## src/rtl/clk_activity_monitor_if.sv

```systemverilog
// Control/result bundle for clk_activity_monitor.
// master = status-register / host side, slave = the monitor.
interface clk_activity_monitor_if #(
    parameter int CHANNELS  = 2,
    parameter int CNT_WIDTH = 16
);
    logic                          start;
    logic                          continuous;
    logic [CHANNELS*CNT_WIDTH-1:0] exp_min;
    logic [CHANNELS*CNT_WIDTH-1:0] exp_max;
    logic                          busy;
    logic                          valid;
    logic [CHANNELS*CNT_WIDTH-1:0] count_out;
    logic [CHANNELS-1:0]           in_range;
    logic [CHANNELS-1:0]           overflow;

    modport master (
        output start, continuous, exp_min, exp_max,
        input  busy, valid, count_out, in_range, overflow
    );

    modport slave (
        input  start, continuous, exp_min, exp_max,
        output busy, valid, count_out, in_range, overflow
    );
endinterface

```

## src/rtl/clk_activity_monitor.sv

```systemverilog
// Multi-channel toggle-rate monitor: counts synchronised rising
// edges per channel over a fixed gate window and latches results.
module clk_activity_monitor #(
    parameter int CHANNELS    = 2,
    parameter int CNT_WIDTH   = 16,
    parameter int GATE_CYCLES = 1000,
    parameter int SYNC_STAGES = 2
) (
    input  logic                clk,
    input  logic                rst,
    input  logic [CHANNELS-1:0] toggle_in,
    clk_activity_monitor_if.slave bus
);

    typedef enum logic [1:0] {
        IDLE,
        ARM,
        GATE,
        LATCH
    } state_t;

    localparam int TW = $clog2(GATE_CYCLES);
    localparam logic [TW-1:0] GATE_LAST = TW'(GATE_CYCLES - 1);
    localparam logic [CNT_WIDTH-1:0] CNT_MAX = '1;

    logic [SYNC_STAGES-1:0] sync_q [CHANNELS];
    logic [CHANNELS-1:0]    sync_w;
    logic [CHANNELS-1:0]    hist_q;
    logic [CHANNELS-1:0]    rise_w;

    state_t                 state_q;
    logic [TW-1:0]          timer_q;
    logic [CNT_WIDTH-1:0]   cnt_q [CHANNELS];
    logic [CHANNELS-1:0]    ovf_q;

    logic                          busy_q;
    logic                          valid_q;
    logic [CHANNELS*CNT_WIDTH-1:0] count_q;
    logic [CHANNELS-1:0]           inr_q;
    logic [CHANNELS-1:0]           ovfo_q;

    // Synchroniser output and rising-edge detect against history
    always_comb begin
        for (int i = 0; i < CHANNELS; i++) begin
            sync_w[i] = sync_q[i][SYNC_STAGES-1];
        end
        rise_w = sync_w & ~hist_q;
    end

    // Free-running synchronisers; history tracks sync every cycle,
    // so at gate open it already equals sync and no false edge appears
    always_ff @(posedge clk) begin
        if (!rst) begin
            for (int i = 0; i < CHANNELS; i++) begin
                sync_q[i] <= '0;
            end
            hist_q <= '0;
        end else begin
            for (int i = 0; i < CHANNELS; i++) begin
                sync_q[i] <= {sync_q[i][SYNC_STAGES-2:0], toggle_in[i]};
            end
            hist_q <= sync_w;
        end
    end

    // Measurement FSM with gate timer, counters and registered results
    always_ff @(posedge clk) begin
        if (!rst) begin
            state_q <= IDLE;
            timer_q <= '0;
            for (int i = 0; i < CHANNELS; i++) begin
                cnt_q[i] <= '0;
            end
            ovf_q   <= '0;
            busy_q  <= 1'b0;
            valid_q <= 1'b0;
            count_q <= '0;
            inr_q   <= '0;
            ovfo_q  <= '0;
        end else begin
            valid_q <= 1'b0;
            unique case (state_q)
                IDLE: begin
                    if (bus.start || bus.continuous) begin
                        state_q <= ARM;
                        busy_q  <= 1'b1;
                    end
                end
                ARM: begin
                    for (int i = 0; i < CHANNELS; i++) begin
                        cnt_q[i] <= '0;
                    end
                    ovf_q   <= '0;
                    timer_q <= GATE_LAST;
                    state_q <= GATE;
                end
                GATE: begin
                    for (int i = 0; i < CHANNELS; i++) begin
                        if (rise_w[i]) begin
                            if (cnt_q[i] == CNT_MAX) begin
                                ovf_q[i] <= 1'b1;
                            end else begin
                                cnt_q[i] <= cnt_q[i] + 1'b1;
                            end
                        end
                    end
                    if (timer_q == '0) begin
                        state_q <= LATCH;
                    end else begin
                        timer_q <= timer_q - 1'b1;
                    end
                end
                LATCH: begin
                    for (int i = 0; i < CHANNELS; i++) begin
                        count_q[i*CNT_WIDTH +: CNT_WIDTH] <= cnt_q[i];
                        inr_q[i] <= !ovf_q[i]
                            && (cnt_q[i] >= bus.exp_min[i*CNT_WIDTH +: CNT_WIDTH])
                            && (cnt_q[i] <= bus.exp_max[i*CNT_WIDTH +: CNT_WIDTH]);
                    end
                    ovfo_q  <= ovf_q;
                    valid_q <= 1'b1;
                    if (bus.continuous) begin
                        state_q <= ARM;
                    end else begin
                        state_q <= IDLE;
                        busy_q  <= 1'b0;
                    end
                end
                default: begin
                    state_q <= IDLE;
                    busy_q  <= 1'b0;
                end
            endcase
        end
    end

    assign bus.busy      = busy_q;
    assign bus.valid     = valid_q;
    assign bus.count_out = count_q;
    assign bus.in_range  = inr_q;
    assign bus.overflow  = ovfo_q;

endmodule
```

## src/flat_wrapper.sv

```systemverilog
// flat-port wrapper written by rule: the top's interface ports become plain ports
module clk_activity_monitor_flat 
#(
    parameter int CHANNELS    = 2,
    parameter int CNT_WIDTH   = 16,
    parameter int GATE_CYCLES = 1000,
    parameter int SYNC_STAGES = 2
)
  (clk, rst, toggle_in, bus_start, bus_continuous, bus_exp_min, bus_exp_max, bus_busy, bus_valid, bus_count_out, bus_in_range, bus_overflow);
  clk_activity_monitor_if #(.CHANNELS(CHANNELS), .CNT_WIDTH(CNT_WIDTH)) bus_i ();
  input  logic clk;
  input  logic rst;
  input  logic [CHANNELS-1:0] toggle_in;
  input wire logic [$bits(bus_i.start)-1:0] bus_start;
  input wire logic [$bits(bus_i.continuous)-1:0] bus_continuous;
  input wire logic [$bits(bus_i.exp_min)-1:0] bus_exp_min;
  input wire logic [$bits(bus_i.exp_max)-1:0] bus_exp_max;
  output wire logic [$bits(bus_i.busy)-1:0] bus_busy;
  output wire logic [$bits(bus_i.valid)-1:0] bus_valid;
  output wire logic [$bits(bus_i.count_out)-1:0] bus_count_out;
  output wire logic [$bits(bus_i.in_range)-1:0] bus_in_range;
  output wire logic [$bits(bus_i.overflow)-1:0] bus_overflow;
  assign bus_i.start = bus_start;
  assign bus_i.continuous = bus_continuous;
  assign bus_i.exp_min = bus_exp_min;
  assign bus_i.exp_max = bus_exp_max;
  assign bus_busy = bus_i.busy;
  assign bus_valid = bus_i.valid;
  assign bus_count_out = bus_i.count_out;
  assign bus_in_range = bus_i.in_range;
  assign bus_overflow = bus_i.overflow;
  clk_activity_monitor #(.CHANNELS(CHANNELS), .CNT_WIDTH(CNT_WIDTH), .GATE_CYCLES(GATE_CYCLES), .SYNC_STAGES(SYNC_STAGES)) u_core (.clk(clk), .rst(rst), .toggle_in(toggle_in), .bus(bus_i));
endmodule
```

## config.mk

```make
export PLATFORM = sky130hd
export DESIGN_NAME = clk_activity_monitor_flat
export DESIGN_NICKNAME = d
export VERILOG_FILES = /design/src/rtl/clk_activity_monitor_if.sv /design/src/rtl/clk_activity_monitor.sv /design/src/flat_wrapper.sv
export SDC_FILE = /design/constraint.sdc
export NUM_CORES = 1
export LEC_CHECK = 0
export ABC_AREA = 1
export CAP_MARGIN = 20
export CORE_MARGIN = 2
export CORE_UTILIZATION = 44
export DETAILED_ROUTE_END_ITERATION = 16
export PLACE_DENSITY = 0.73
export SETUP_SLACK_MARGIN = 0.2
export SLEW_MARGIN = 20
export SYNTH_ARGS = -nofsm -noshare
export SYNTH_HDL_FRONTEND = slang
export SYNTH_SLANG_ARGS = --single-unit
```

## constraint.sdc

```tcl
create_clock -name clk -period 3.1 [get_ports clk]
set_input_delay 0.775 -clock clk [delete_from_list [all_inputs] [get_ports clk]]
set_output_delay 0.775 -clock clk [all_outputs]
set_load 0.01 [all_outputs]
```

# Word-level counts from Yosys, hierarchy flattened
# Memories as Yosys holds them, arrays and structs flattened.
# Index checks and enable logic that the tools add are counted.
[classes]
n_addsub = 3
magnitude_cmp = 4
n_eq_ne = 13
muxes = 36
bitwise_logic = 8
n_reduce_logical = 16
[op_table]
columns = ["op", "n"]
rows = [
  ["16-bit 2-to-1 mux", 4],
  ["16-bit by 1-bit adder with 16-bit output (second input constant)", 2],
  ["16-bit equality test (second input constant)", 2],
  ["16-bit greater-or-equal comparator", 2],
  ["16-bit <= comparator", 2],
  ["1-bit 2-to-1 mux", 23],
  ["10-bit one-hot mux with 2 select lines", 1],
  ["2-bit by 1-bit != test with 1-bit output (second input constant)", 6],
  ["10-bit logical NOT", 1],
  ["10-bit 2-to-1 mux", 1],
  ["10-bit by 1-bit subtractor with 10-bit output (second input constant)", 1],
  ["3-bit AND reduction", 3],
  ["2-bit 2-to-1 mux", 4],
  ["2-bit one-hot mux with 4 select lines", 1],
  ["1-bit bitwise OR", 6],
  ["2-bit equality test (second input constant)", 2],
  ["1-bit logical AND", 4],
  ["2-bit != test (second input constant)", 2],
  ["2-bit one-hot mux with 2 select lines", 1],
  ["2-bit AND reduction", 2],
  ["2-bit nonzero test", 2],
  ["2-bit AND", 1],
  ["2-bit by 1-bit equality test with 1-bit output (second input constant)", 1],
  ["1-bit logical NOT", 2],
  ["4 further kinds", 4],
]
[totals]
regBits = 54
ramBits = 36
input_bits = 70
elab_cells = 92
n_memories = 2
[mem_list]
columns = ["memory", "depth", "word_bits", "rd", "rd_ports_with_merged_regs", "wr", "line_no", "rtl"]
rows = [
  ["u_core.cnt_q", 2, 16, 2, 0, 2, "clk_activity_monitor.sv:33", "logic [CNT_WIDTH-1:0] cnt_q [CHANNELS];"],
  ["u_core.sync_q", 2, 2, 2, 0, 2, "clk_activity_monitor.sv:26", "logic [SYNC_STAGES-1:0] sync_q [CHANNELS];"],
]

# Depth between registers and ports, before layout
# Gate-level depths: netlist of the first run.
# An unclocked memory read counts as a cell.
[logic_depth]
depth_word = 8
mapped_depth = 13
mapped_depth_nobuf = 13

# Least setup slack after synthesis of the first run
# No wires, ideal clock.
[synth_timing]
path_kind = "register to register"
startpoint = "mem u_core.cnt_q[1][1], in the netlist u_core.cnt_q[0][17]"
endpoint = "mem u_core.cnt_q[0][0], enable pin"
setup_time_ps = 372
arrival_time_ps = 1835
required_time_ps = 2728
path_slack_ps = 893
path_stages_with_launch = 12
path_buffers = 0
synth_period_minus_slack_ps = 2207
path_cell_list = "edfxtp_1 -> ha_1 -> nand3_2 -> nor2_4 -> nand2_4 -> nor2_4 -> nand4_2 -> nand2_2 -> nand2_4 -> inv_6 -> nand2_1 -> nand2_1"
[synth_rtl]
columns = ["element", "line_no"]
rows = [
  ["start: declaration", "clk_activity_monitor.sv:33"],
]

==> impl_metrics.json, run 1 <==
{
  "status": "finished clean",
  "track_usage_pct": 19.5,
  "drive_above_1_share_pct": 5.24,
  "area_growth_pct": 26.0,
  "wl_per_cell_um": 12.5,
  "cts_setup_buffers": 0,
  "wl_um": 13100,
  "synth-seq-area-share_pct": 36.7,
  "dpl_worst_slack_ns": 0.350,
  "cts_hold_buf": 0,
  "syn_area_sq_mm": 0.00578,
  "portBuffers": 107,
  "crit_arrival_ns": 2.48,
  "fin_nets": 1015,
  "cpPeakStageDelay_ns": 0.49,
  "drv_slew": 0,
  "path_delay_family": "simple AND/OR/NAND/NOR gates",
  "die_area_sq_mm": 0.0141,
  "first_pass_iters": 4,
  "p_per_area_mw_per_mm2": 627,
  "grt_pass1_vias": 4806,
  "hold_viol_final": 0,
  "setup_viol": 0,
  "irDropWorstVdd_mv": 0.272,
  "gpl.final_weighted_congestion": 0.884,
  "rows": 41,
  "worstMarginPinSlew_ns": 0.667,
  "yosysWarnings": 0,
  "n_antenna_cell": 0,
  "muxShareOfSynthArea_pct": 0,
  "grt_max_degree": 55,
  "synth-simple-area-share_pct": 21.7,
  "antenna_found_initial": 0,
  "insertion_delay_ns": 0.34,
  "synth_top_family_by_area": "simple AND/OR/NAND/NOR gates",
  "rsz0062_at_grt": "false",
  "synth-compound-area-share_pct": 12.5,
  "htreeDepth": 3,
  "synth-seq-cells": 90,
  "yosys_most_used_dff": "dfxtp_1",
  "path_cells": "ha_1 > nand3_2 > nor2_4 > nand2_4 > nor2_4 > nand4_2 > nand2_2 > nand2_4 > inv_6 > nand2_1 > nand2_1",
  "coreArea_sq_mm": 0.0127,
  "placed_area_sq_mm": 0.00702,
  "num_io_pins": 108,
  "avgSynthCellArea_sq_um": 7.54,
  "drt_iter0_drc": 267,
  "period_needed_ns": 2.51,
  "ctsLongestPathBuffers": 2,
  "syn_inst": 766,
  "synthAdderAreaFrac_pct": 15.6,
  "period_share_pct": 80.9,
  "drc_errors": 0,
  "clock_sinks": 90,
  "fin_area_sq_mm": 0.00728,
  "start_kind": "flop",
  "p_leak_nw": 3.50,
  "initial_core_util_pct": 45.4,
  "min_path_type": "flop to flop",
  "timing.fmax_mhz": 399,
  "die_w_um": 119,
  "ys_async_sr_fraction_pct": 0,
  "drv_cap": 0,
  "cts-root-buf": "clkbuf_16",
  "via_per_inst": 4.76,
  "clk_pin_slew_ns": 0.06,
  "cp_max_fo": 16,
  "path_class": "flop to flop",
  "required_ns": 3.07,
  "nFillCells": 1192,
  "layout_setup_ws_ns": 0.591,
  "synth.distinct_cells": 36,
  "finalClockSkew_ns": 0.00746,
  "final_util_pct": 57.2,
  "synth_xor_area_share_pct": 2.42,
  "die_h_um": 119,
  "place_hpwl_um": 9930,
  "ant_nets": 0,
  "cts-resized-gates": 0,
  "grt_pass1_wl_um": 22400,
  "max_slew_margin_pct": 55.5,
  "via_count": 4996,
  "synth_edf_count": 32,
  "path_buf_inv": 1,
  "crit_slowest_cell": "nand2_1",
  "setup-tns-final_ns": 0,
  "cts_tree": "done",
  "end_kind": "flop",
  "syn_nets": 908,
  "cts_buffers": 9,
  "grt-ovfl-total": 0
}
[worst paths after layout]
path	from	end	slack, ns	cells past startpoint
worst max-delay path	u_core.cnt_q[0][17]	u_core.cnt_q[0][1]	0.59	11
worst max register to register	u_core.cnt_q[0][17]	u_core.cnt_q[0][1]	0.59	11
worst min register to register	u_core.sync_q[0][2]	u_core.sync_q[0][3]	0.41	2
worst min-delay path	u_core.sync_q[0][2]	u_core.sync_q[0][3]	0.41	2
[state kept, by name, summed over array words and instances, names as in the netlist]
register	cells
u_core.bus.busy	1
u_core.bus.count_out	32
u_core.bus.in_range	2
u_core.bus.overflow	2
u_core.bus.valid	1
u_core.cnt_q	32
u_core.hist_q	2
u_core.ovf_q	2
u_core.state_q	2
u_core.sync_q	4
u_core.timer_q	10
[cell usage after synthesis, drive strengths merged (11+ instances only)]
master | instances | area (sq um)
a21oi | 76 | 392
dfxtp | 58 | 1160
edfxtp | 32 | 961
ha | 72 | 901
inv | 146 | 553
nand2 | 148 | 576
nand3 | 25 | 140
nand4 | 11 | 75.1
nor2 | 89 | 379
o21ai | 55 | 275
xor2 | 11 | 96.3
[routing by layer]
| metal | wire length (um) | vias to the layer above | share of wire, % | global-route usage (%) |
|---|---|---|---|---|
| met3 | 478 | 13 | 3.6 | 3.19 |
| li1 | - | 2681 | - | - |
| met4 | 148 | 0 | 1.1 | 5.65 |
| met1 | 6480 | 2200 | 49 | 26.8 |
| met2 | 5990 | 102 | 46 | 31.5 |
| met5 | 0 | - | 0 | 0 |
[metrics by stage]
stage	power, mW	hold slack, ns	cells
6_report	4.56	0.411	1050
5_1_grt	4.95	0.436	1050
4_1_cts	4.59	0.418	1050
3_5_place_dp	3.59	0.403	1034
3_3_place_gp	3.56	0.393	1034
2_1_floorplan	2.96	0.390	766
[cells in the final DEF (no fill, tap or decap), drive strengths merged, types with 2 or more instances in the layout]
master	instances
a21oi	76
buf	4
clkbuf	10
clkdlybuf4s50	107
clkinv	6
dfxtp	58
edfxtp	32
ha	72
inv	146
nand2	148
nand3	25
nand3b	2
nand4	11
nor2	89
nor3	10
o21a	2
o21ai	55
o21bai	2
or2	2
xnor2	5
xor2	11
[final cells by class]
type,count,area [sq um],share of cell area (%)
well taps,172,215,2.96
clock buffers,10,229,3.15
flip-flops and latches,90,2120,29.2
multi-input cells,514,3020,41.5
repair buffers,111,1100,15.1
inverters,147,557,7.65
clock inverters,6,33.8,0.464
[worst reg2reg max path: stages (launching register included)]
cell and delay [ns]:
edfxtp_1 0.45, ha_1 0.24, nand3_2 0.13, nor2_4 0.18, nand2_4 0.09, nor2_4 0.13, nand4_2 0.12, nand2_2 0.12
nand2_4 0.09, inv_6 0.05, nand2_1 0.05, nand2_1 0.49
[cell families after synthesis]
| logic type | Yosys count |
|---|---|
| simple gates | 288 |
| buf+inv | 162 |
| compound gates | 138 |
| flops | 90 |
| fa+ha+maj | 72 |
| xor+xnor | 16 |
[power breakdown]
part           switching, mW  internal [mW]
combinational          0.968          0.756
sequential             0.319           1.53
clock                  0.449          0.537
total                   1.74           2.83
Note: power is estimated with default switching activity, not from simulation.
==> run 2: changes to the inputs <==
PLACE_DENSITY = 0.76   (was 0.73)
clock period = 2.07 ns   (was 3.1 ns; I/O delays follow)
==> run 2 against run 1 <==
Compared with the run above: die area did not move; sequential power rose by 41%; combinational power rose by 88%; maximum frequency rose by 27%; final cell count rose by 5.0%; routed wire length rose by 8.9%; highest routed layer unchanged; core utilization rose by 5.8 points; first-iteration DRC count fell by 21%; power rose by 67%.
==> impl_metrics.json, run 2 (same netlist as run 1, synthesis figures left out) <==
{
  "status": "finished clean",
  "gpl.final_weighted_congestion": 0.847,
  "via_count": 5306,
  "cp_max_fo": 8,
  "setup-tns-final_ns": 0,
  "layout_common_cells": "140 x inv_1, 134 x nand2_1, 105 x clkdlybuf4s50_1",
  "ant_nets": 0,
  "crit_arrival_ns": 2.03,
  "p_leak_nw": 3.82,
  "setup_viol": 0,
  "timing.fmax_mhz": 506,
  "irDropWorstVdd_mv": 0.492,
  "grt_pass1_wl_um": 23700,
  "die_h_um": 119,
  "fin_area_sq_mm": 0.00802,
  "regArea_sq_mm": 0.00212,
  "layout_commonest_cell": "inv_1",
  "hold_viol_final": 0,
  "period_needed_ns": 1.98,
  "nFillCells": 1112,
  "grt_max_degree": 55,
  "wl_um": 14300,
  "path_class": "flop to flop",
  "portBuffers": 107,
  "dp.cells": 1070,
  "layout_setup_ws_ns": 0.0920,
  "coreArea_sq_mm": 0.0127,
  "period_share_pct": 95.6,
  "dpl_worst_slack_ns": -0.102,
  "drc_errors": 0,
  "drv_slew": 0,
  "cts_tree": "done",
  "n_antenna_cell": 0,
  "clk_pin_slew_ns": 0.06,
  "placed_area_sq_mm": 0.00732,
  "htreeDepth": 3,
  "drive_above_1_share_pct": 14.2,
  "insertion_delay_ns": 0.34,
  "first_pass_iters": 4,
  "fin_nets": 1068,
  "grt_pass1_vias": 5123,
  "drt_iter0_drc": 211,
  "rsz0062_at_grt": "true",
  "die_area_sq_mm": 0.0141,
  "final_cells": 1103,
  "cts_buffers": 9,
  "final_util_pct": 63.0,
  "grt-ovfl-total": 0,
  "wl_per_cell_um": 12.9,
  "end_kind": "flop",
  "max_slew_margin_pct": 65.5,
  "initial_core_util_pct": 45.4,
  "num_io_pins": 108,
  "track_usage_pct": 20.6,
  "cts-root-buf": "clkbuf_16",
  "multi_input_area_sq_mm": 0.00330,
  "required_ns": 2.13,
  "p_per_area_mw_per_mm2": 949,
  "start_kind": "flop",
  "finalClockSkew_ns": 0.00741,
  "place_hpwl_um": 10100,
  "drv_cap": 0,
  "worstMarginPinSlew_ns": 0.518,
  "ctsLongestPathBuffers": 2,
  "via_per_inst": 4.81,
  "rows": 41,
  "area_growth_pct": 38.7,
  "min_path_type": "flop to flop",
  "antenna_found_initial": 0,
  "die_w_um": 119,
  "clock_sinks": 90
}
run 2: path summary, 6_finish.rpt:
| path | from | to | slack (ns) | depth (start not counted) |
|---|---|---|---|---|
| worst max-delay path | u_core.cnt_q[0][16] | u_core.cnt_q[0][7] | 0.09 | 11 |
| worst min-delay path | u_core.sync_q[0][0] | u_core.sync_q[0][1] | 0.41 | 2 |
| worst max register to register | u_core.cnt_q[0][16] | u_core.cnt_q[0][7] | 0.09 | 11 |
| worst min register to register | u_core.sync_q[0][0] | u_core.sync_q[0][1] | 0.41 | 2 |
run 2: layer usage:
metal | wire length, um | track usage [%] | vias up
li1 | - | - | 2783
met1 | 6580 | 26.9 | 2387
met2 | 6800 | 34.6 | 125
met3 | 672 | 3.33 | 11
met4 | 215 | 6.62 | 0
met5 | 0 | 0 | -
run 2: worst max-delay path: stages, from the launching register on:
cell and delay, ns:
edfxtp_1 0.41, ha_4 0.18, nand3_4 0.09, nor2_4 0.15
nand2_4 0.08, nor2_4 0.15, nand4_4 0.10, nand2_2 0.12
nand2_4 0.07, inv_6 0.08, nand2_8 0.11, nand2_8 0.14
run 2: where the power goes:
part	total, mW	leakage, nW	switching (mW)	internal, mW
logic	3.24	2.85	1.81	1.43
registers	2.61	0.813	0.318	2.29
clock network	1.76	0.156	0.671	1.09
run 2: final cells by class:
type | count | area share (%)
multi-input cells | 516 | 41.1
well taps | 172 | 2.68
repair buffers | 162 | 18.8
inverters | 147 | 6.95
flip-flops and latches | 90 | 26.5
clock inverters | 5 | 0.968
clock buffers | 11 | 3.03
run 2: metrics by stage:
step | total power [mW] | hold WS (ns)
after floorplan | 4.45 | 0.390
after global routing | 8.19 | 0.443
after global placement | 5.53 | 0.395
final | 7.60 | 0.409
after detailed placement | 5.60 | 0.396
after CTS | 7.48 | 0.410
run 2: what timing repair did:
item,4_1_cts,5_1_grt
hold buffers,0,0
buffers inserted,5,10
setup endpoints to repair,64,75
resized for setup,11,36
gates cloned,2,0
pin swaps,6,27
==> run 3: changes to the inputs <==
CORE_MARGIN = 4   (was 2)
==> run 3 against run 2 <==
Compared with the run above: clock-buffer cell count shrank 1; maximum frequency grew 1.7%; die area grew 6.9%; clock power shrank 7%; critical path depth grew 1; sequential power is essentially flat; clock skew is essentially flat; non-clock buffer count shrank 8; sequential share of layout area grew 0.30 points; largest cell class unchanged; core utilization shrank 0.74 points; power shrank 2.1%.
==> impl_metrics.json, run 3 (same netlist as run 1, synthesis figures left out) <==
{
  "status": "finished clean",
  "wl_um": 14700,
  "clock_sinks": 90,
  "via_count": 5303,
  "layout_common_cells": "140 x inv_1, 136 x nand2_1, 106 x clkdlybuf4s50_1",
  "wl_per_cell_um": 13.4,
  "cts_hold_buf": 0,
  "drc_errors": 0,
  "layout_commonest_cell": "inv_1",
  "path_class": "flop to flop",
  "period_share_pct": 94.0,
  "period_needed_ns": 1.95,
  "cp_max_fo": 8,
  "dpl_worst_slack_ns": -0.107,
  "irDropWorstVdd_mv": 0.508,
  "whs_path_depth": 2,
  "cts-root-buf": "clkbuf_16",
  "required_ns": 2.12,
  "via_per_inst": 4.84,
  "grt_pass1_vias": 5135,
  "cts_buffers": 9,
  "layout_setup_ws_ns": 0.124,
  "drt_iter0_drc": 262,
  "cts_tree": "done",
  "hold_viol_final": 0,
  "place_hpwl_um": 10600,
  "gpl.final_weighted_congestion": 0.876,
  "cp_common_cell": "nand2_8",
  "p_leak_nw": 3.77,
  "p_per_area_mw_per_mm2": 940,
  "timing.fmax_mhz": 514,
  "track_usage_pct": 19.5,
  "initial_core_util_pct": 45.4,
  "area_growth_pct": 37.1,
  "htreeDepth": 3,
  "placed_area_sq_mm": 0.00730,
  "portBuffers": 107,
  "drive_above_1_share_pct": 13.0,
  "ctsLongestPathBuffers": 2,
  "crit_slowest_cell": "edfxtp_1",
  "min_path_type": "flop to flop",
  "ant_nets": 0,
  "die_w_um": 123,
  "setup_viol": 0,
  "first_pass_iters": 5,
  "path_cells": "ha_4 > nand3_4 > nor2_4 > nand2_2 > nor3_2 > buf_4 > nor2_2 > nand3_2 > nand2_4 > inv_8 > nand2_8 > nand2_8",
  "crit_arrival_ns": 2.00,
  "insertion_delay_ns": 0.34,
  "end_kind": "flop",
  "antenna_found_initial": 0,
  "rows": 41,
  "start_kind": "flop",
  "fin_nets": 1060,
  "num_io_pins": 108,
  "die_h_um": 123,
  "rsz0062_at_grt": "true",
  "worstMarginPinSlew_ns": 0.512,
  "final_cells": 1095,
  "clk_pin_slew_ns": 0.06,
  "n_antenna_cell": 0,
  "grt_pass1_wl_um": 23600,
  "max_slew_margin_pct": 65.9,
  "drv_slew": 0,
  "cpPeakStageDelay_ns": 0.41,
  "coreArea_sq_mm": 0.0127,
  "reg2regPathDepth": 12,
  "finalClockSkew_ns": 0.00729,
  "dp.cells": 1067,
  "drv_cap": 0,
  "grt_max_degree": 55,
  "grt-ovfl-total": 0,
  "die_area_sq_mm": 0.0150,
  "fin_area_sq_mm": 0.00792
}
run 3: cell count changes in the layout (fill, tap and decap cells not counted), sizes merged:
| cell | delta |
|---|---|
| clkinvlp | +1 |
| dlymetal6s2s | -1 |
| clkdlybuf4s50 | +1 |
| buf | -9 |
| bufinv | -1 |
| inv | +1 |
run 3: what timing repair did:
action | 4_1_cts | 5_1_grt
gates resized for setup | 11 | 32
buffers inserted | 7 | 2
pin swaps | 7 | 28
setup endpoints to repair | 64 | 76
gates cloned | 2 | 1
run 3: critical path, delay by kind of cell (launching register included):
family / cells / cell delay (ns)
and+or+nand+nor: 9 / 0.85
buffers and inverters: 2 / 0.22
DFF: 1 / 0.41
adders and majority gates: 1 / 0.17
run 3: final cells by class:
cell class / instances / area (sq um)
timing repair buffer: 154 / 1460
clock inverter: 6 / 66.3
sequential: 90 / 2120
multi-input combinational: 516 / 3270
fill: 1113 / 4800
clock buffer: 10 / 229
tap: 172 / 215
inverter: 147 / 559
run 3: metrics by stage:
step / hold WS, ns / power [mW] / setup TNS [ns] / utilization, %
after floorplan: 0.390 / 4.45 / 0 / -
after global placement: 0.393 / 5.50 / -0.398 / 57.4
after detailed placement: 0.400 / 5.58 / -2.58 / 57.4
after CTS: 0.416 / 7.33 / 0 / 60.9
after global routing: 0.428 / 8.01 / 0 / 62.3
final: 0.416 / 7.45 / 0 / 62.3
run 3: path summary, 6_finish.rpt:
kind / start / to / slack, ns
min reg2reg: u_core.sync_q[0][2] / u_core.sync_q[0][3] / 0.42
min: u_core.sync_q[0][2] / u_core.sync_q[0][3] / 0.42
max reg2reg: u_core.cnt_q[0][0] / u_core.cnt_q[0][11] / 0.12
max: u_core.cnt_q[0][0] / u_core.cnt_q[0][11] / 0.12
run 3: layer usage:
metal,global-route usage [%],vias up,share of wire (%)
met5,0,-,0
met3,3.23,15,6.0
met4,5.67,0,1.3
li1,-,2775,-
met2,33.4,135,47
met1,25.4,2378,45
run 3: where the power goes:
part / leakage, nW / switching, mW / internal [mW] / total (mW)
sequential: 0.812 / 0.349 / 2.29 / 2.64
clock: 0.137 / 0.694 / 0.939 / 1.63
combinational: 2.82 / 1.78 / 1.40 / 3.18
total: 3.77 / 2.82 / 4.63 / 7.45
